--- config.mk ---
export PLATFORM = sky130hd
export DESIGN_NAME = piso_shift_register_tx_flat
export DESIGN_NICKNAME = d
export VERILOG_FILES = /design/src/rtl/piso_shift_register_tx_if.sv /design/src/rtl/piso_shift_register_tx.sv /design/src/flat_wrapper.sv
export SDC_FILE = /design/constraint.sdc
export NUM_CORES = 1
export LEC_CHECK = 0
export ABC_AREA = 1
export BUFFER_PORTS_ARGS = -buffer_cell sky130_fd_sc_hd__buf_2
export CAP_MARGIN = 40
export CORE_MARGIN = 3
export CORE_UTILIZATION = 35
export DETAILED_ROUTE_END_ITERATION = 7
export PLACE_DENSITY = 0.55
export SLEW_MARGIN = 20
export SYNTH_ARGS = -nofsm -noshare
export SYNTH_HDL_FRONTEND = slang
export SYNTH_SLANG_ARGS = --single-unit
--- constraint.sdc ---
create_clock -name clk -period 1.7 [get_ports clk]
set_clock_uncertainty 0.2 [all_clocks]
set_input_delay 0.255 -clock clk [delete_from_list [all_inputs] [get_ports clk]]
set_output_delay 0.255 -clock clk [all_outputs]
set_load 0.02 [all_outputs]
--- src/rtl/piso_shift_register_tx_if.sv ---
// Load handshake and serial output bundle for piso_shift_register_tx.
// The master side is the parallel source; the slave side is the transmitter.
interface piso_shift_register_tx_if #(
  parameter int N = 8
);
  logic [N-1:0] d;
  logic         load_valid;
  logic         load_ready;
  logic         serial_out;
  logic         serial_valid;
  logic         busy;
  logic         done;

  modport master (
    output d, load_valid,
    input  load_ready, serial_out, serial_valid, busy, done
  );

  modport slave (
    input  d, load_valid,
    output load_ready, serial_out, serial_valid, busy, done
  );
endinterface

--- src/rtl/piso_shift_register_tx.sv ---
// Parallel-in serial-out transmitter with a valid/ready load and back-to-back frames.
// Optional feature: define PISO_PARITY_EN to append an even-parity bit to every frame.
module piso_shift_register_tx #(
  parameter int N         = 8,
  parameter bit MSB_FIRST = 1'b1
) (
  input  logic                     clk,
  input  logic                     rst,
  piso_shift_register_tx_if.slave  bus
);

`ifdef PISO_PARITY_EN
  localparam int FRAME_LEN = N + 1;
`else
  localparam int FRAME_LEN = N;
`endif
  localparam int                CNT_W    = $clog2(N + 1);
  localparam logic [CNT_W-1:0]  CNT_LAST = CNT_W'(FRAME_LEN - 1);

  typedef enum logic {IDLE, SHIFT} state_t;

  state_t                 state_q, state_n;
  logic [FRAME_LEN-1:0]   sreg_q, sreg_n;
  logic [CNT_W-1:0]       cnt_q, cnt_n;
  logic                   sv_q;
  logic                   load_ready;
  logic                   accept;
  logic                   last_bit;

  // Frame image arranged so the first bit to send sits at the output end.
  function automatic logic [FRAME_LEN-1:0] build_frame(input logic [N-1:0] w);
`ifdef PISO_PARITY_EN
    if (MSB_FIRST) return {w, ^w};
    else           return {^w, w};
`else
    return w;
`endif
  endfunction

  function automatic logic [FRAME_LEN-1:0] advance(input logic [FRAME_LEN-1:0] r);
    if (MSB_FIRST) return {r[FRAME_LEN-2:0], 1'b0};
    else           return {1'b0, r[FRAME_LEN-1:1]};
  endfunction

  assign last_bit   = (state_q == SHIFT) && (cnt_q == '0);
  assign load_ready = !rst && ((state_q == IDLE) || last_bit);
  assign accept     = bus.load_valid && load_ready;

  always_comb begin
    state_n = state_q;
    sreg_n  = sreg_q;
    cnt_n   = cnt_q;
    unique case (state_q)
      IDLE: begin
        if (accept) begin
          state_n = SHIFT;
          sreg_n  = build_frame(bus.d);
          cnt_n   = CNT_LAST;
        end
      end
      SHIFT: begin
        if (cnt_q != '0) begin
          sreg_n = advance(sreg_q);
          cnt_n  = cnt_q - 1'b1;
        end else if (accept) begin
          // Reload on the final bit so the next frame follows with no gap.
          sreg_n = build_frame(bus.d);
          cnt_n  = CNT_LAST;
        end else begin
          state_n = IDLE;
          sreg_n  = advance(sreg_q);
        end
      end
      default: state_n = IDLE;
    endcase
  end

  // ---- register stage: state, shift register, bit counter ----
  always_ff @(posedge clk) begin
    if (rst) begin
      state_q <= IDLE;
      sreg_q  <= '0;
      cnt_q   <= '0;
      sv_q    <= 1'b0;
    end else begin
      state_q <= state_n;
      sreg_q  <= sreg_n;
      cnt_q   <= cnt_n;
      sv_q    <= (state_n == SHIFT);
    end
  end

  // Zero fill guarantees the output end reads 0 whenever no frame is active.
  assign bus.serial_out   = MSB_FIRST ? sreg_q[FRAME_LEN-1] : sreg_q[0];
  assign bus.serial_valid = sv_q;
  assign bus.busy         = (state_q == SHIFT);
  assign bus.done         = last_bit;
  assign bus.load_ready   = load_ready;

endmodule

--- src/flat_wrapper.sv ---
// flat-port wrapper written by rule: the top's interface ports become plain ports
module piso_shift_register_tx_flat 
#(
  parameter int N         = 8,
  parameter bit MSB_FIRST = 1'b1
)
  (clk, rst, bus_d, bus_load_valid, bus_load_ready, bus_serial_out, bus_serial_valid, bus_busy, bus_done);
  piso_shift_register_tx_if #(.N(N)) bus_i ();
  input  logic clk;
  input  logic rst;
  input wire logic [$bits(bus_i.d)-1:0] bus_d;
  input wire logic [$bits(bus_i.load_valid)-1:0] bus_load_valid;
  output wire logic [$bits(bus_i.load_ready)-1:0] bus_load_ready;
  output wire logic [$bits(bus_i.serial_out)-1:0] bus_serial_out;
  output wire logic [$bits(bus_i.serial_valid)-1:0] bus_serial_valid;
  output wire logic [$bits(bus_i.busy)-1:0] bus_busy;
  output wire logic [$bits(bus_i.done)-1:0] bus_done;
  assign bus_i.d = bus_d;
  assign bus_i.load_valid = bus_load_valid;
  assign bus_load_ready = bus_i.load_ready;
  assign bus_serial_out = bus_i.serial_out;
  assign bus_serial_valid = bus_i.serial_valid;
  assign bus_busy = bus_i.busy;
  assign bus_done = bus_i.done;
  piso_shift_register_tx #(.N(N), .MSB_FIRST(MSB_FIRST)) u_core (.clk(clk), .rst(rst), .bus(bus_i));
endmodule
==> run metrics <==
overall track demand over capacity in global routing a little over an eighth; maximum number of pins on one net before global-route repair 16; Post-Synthesis Cell Area around 760 µm²; Data required, critical path ~1.2 ns; die boundary width 52.51 µm; fraction of power consumed by combinational cells about 30%; clock latency of the later-clocked register in the worst-skew pair approximately 0.28 ns; Setup-failing EPs final 0; total area of sequential cells roughly 260 µm²; count of final hold-check violations 0; fraction of the yosys area taken by sequential cells 34.38%; power density of the placed cells between 800 and 900 mW/mm²; count of nets after finishing about 140; number of antenna violations at the first check in global routing 0; unrepaired setup endpoints after global routing yes; share of total power in sequential cells a little under half; number of distinct standard cells referenced by the synthesized netlist 23; relative slew slack approximately four fifths; part of the power in the clock network ~25%; via count of the first global-routing pass approximately 570; routed wirelength normalized by instance count around 11 µm; # rows 16; deepest clock path buffer count 2; Final ANT Viol Nets 0; Tightest Hold Check Type input pin to flop; post-layout total power between 700 and 800 µW; Sw Share 32.01%; I/O pin count 16; initial DRC count 1; Port-buffer cells 15; pre-CTS WS approximately 0.13 ns; fraction of final layout cells with drive strength greater than 1 46.72%; final setup TNS 0 ns; Slew Viols, Final 0; Placement Cell Area a little over 800 µm²; via-per-instance ratio 4.597; Critical Path Sink Type output port; standby leakage power around 0.00046 µW; Max Cap Violations 0; synthesized net count approximately 110; routability-driven placement congestion ratio between 0.8 and 0.9; clock-pin slew on the worst setup and hold paths roughly 0.080 ns; Worst Setup Start Kind flop; design area 944.7 µm²; commonest cells after routing, fill and taps aside 19 x nand2_1, 14 x buf_2, 10 x dfxtp_1; count of yosys warnings during synthesis 0; Root Buffer Master clkbuf_4; CTS Buf Count 3; final critical delay including setup and external delays 1.657 ns; full die area about 0.0028 mm²; Vert. Die Dim 52.51 µm; clock sink count 13; most frequent standard cell in the layout excluding fill and tap cells nand2_1; Worst Slack Setup Final about 0.043 ns; Max Fanout on Critical Path 4; mean cell area of the mapped netlist 7.495 µm²; detailed-route wire length 1628 µm; Filler Cell Count between 200 and 250; Remaining Overflow, GRT 0; critical path start-end classification flop to output port; total core area roughly 0.0020 mm²; number of antenna cells inserted 0; global-route wire length before repair roughly 2600 µm; starting density of the core 37.81%; switching pwr approximately 250 µW; Max Clock Freq roughly 0.60 GHz; period utilization 97.50%; flip-flop and latch count after synthesis 13; worst IR drop on VDD 362.8 µV; Worst EP arrival 1.20 ns; Int Pwr 531.4 µW; total half-perimeter wirelength after legalization and detailed placement between 1000 and 1500 µm; synthesized netlist cell count slightly above 100; Layout Area Growth over Synthesis 24.79%; drt drc 0; number of vias after detailed routing between 600 and 700; drt pass-1 iters 2; area of combinational cells with multiple inputs ~420 µm²; CTS H-Tree Depth 1; TritonCTS clock tree built; run status finished clean; transition time at the pin with the least slew margin ~0.27 ns
-- worst paths after layout --
check	startpoint	end	slack (ns)	depth (start not counted)
setup / recovery	u_core.cnt_q[0]$_SDFF_PP0_	bus_load_ready	0.04	7
hold / removal	bus_d[0]	u_core.sreg_q[0]$_SDFFE_PP0P_	0.02	3
hold reg to reg	u_core.sreg_q[0]$_SDFFE_PP0P_	u_core.sreg_q[0]$_SDFFE_PP0P_	0.29	2
setup reg to reg	u_core.cnt_q[0]$_SDFF_PP0_	u_core.sreg_q[1]$_SDFFE_PP0P_	0.13	8
-- layout make-up --
cell class,instances,area share [%]
Timing Repair Buffer,23,15.23
Clock buffer,4,2.781
Tap cell,27,3.576
Sequential cell,13,27.95
Multi-Input combinational cell,69,44.77
Inverter,13,5.695
-- flip-flops by register name, indices dropped and copies added, names as in the netlist --
name             count
u_core.sreg_q        8
u_core.cnt_q         4
u_core.bus.busy      1
-- metrics by stage --
stage	hold WS (ns)	utilization, %	std cells
2_1_floorplan	0.1241	-	101
3_3_place_gp	0.2753	41.50	139
3_5_place_dp	0.2758	41.50	139
4_1_cts	0.01474	44.94	146
5_1_grt	0.009858	47.19	149
6_report	0.02237	47.19	149
-- cell families (layout without fill, tap and decap cells) --
logic type / count (synthesis) / in the layout / share of synthesized area (%)
AO/OA/AOI/OAI: 20 / 20 / 18.68
adder cells (fa/ha/maj): 1 / 1 / 1.653
buffers and inverters: 19 / 40 / 13.06
flip-flops: 13 / 13 / 34.38
AND/OR/NAND/NOR: 48 / 48 / 32.23
-- power by group through the flow --
stage               clock network, µW  logic [µW]  registers (µW)
global placement                    0         189             359
finish                            192         233             356
CTS                               205         208             354
global route                      219         265             359
floorplan                           0         150             360
detailed placement                  0         189             360
-- cells in the mapped netlist --
cell / number / share of area [%]
a21oi_1: 2 / 1.3
a21oi_2: 7 / 8.1
a21oi_4: 1 / 2.1
buf_2: 1 / 0.66
buf_4: 1 / 0.99
buf_6: 3 / 4.5
clkbuf_1: 1 / 0.50
dfxtp_1: 13 / 34
ha_1: 1 / 1.7
inv_1: 10 / 5.0
inv_2: 3 / 1.5
nand2_1: 19 / 9.4
nand2_2: 1 / 0.83
nand2_4: 1 / 1.5
nand3_1: 3 / 2.0
nand3_2: 2 / 2.6
nand4_1: 7 / 5.8
nor2_1: 7 / 3.5
nor2_2: 1 / 0.83
o21ai_0: 2 / 1.3
o21ai_1: 7 / 4.6
o21ai_2: 1 / 1.2
or2_2: 7 / 5.8
-- critical path: stages (launching register included) --
cell and delay, ns:
dfxtp_2 0.33, inv_4 0.07, ha_4 0.15, nand2_4 0.06, nand2_4 0.07, inv_4 0.04
nor2_4 0.09, buf_6 0.11
-- metal layers --
layer	routed length (µm)	vias up	global-route usage [%]
met2	756	13	20.45
met3	87	4	5.413
met4	14	0	5.106
met1	769	298	16.46
met5	0	-	0
li1	-	370	-
-- repair_timing --
item / in CTS / in global routing
buffers inserted: 2 / 3
gates resized for setup: 7 / 8
hold buffers: 1 / 0
hold endpoints to repair: 2 / 0
pin swaps: 1 / 2
setup endpoints to repair: 2 / 2
(Power assumes the default switching activity.)
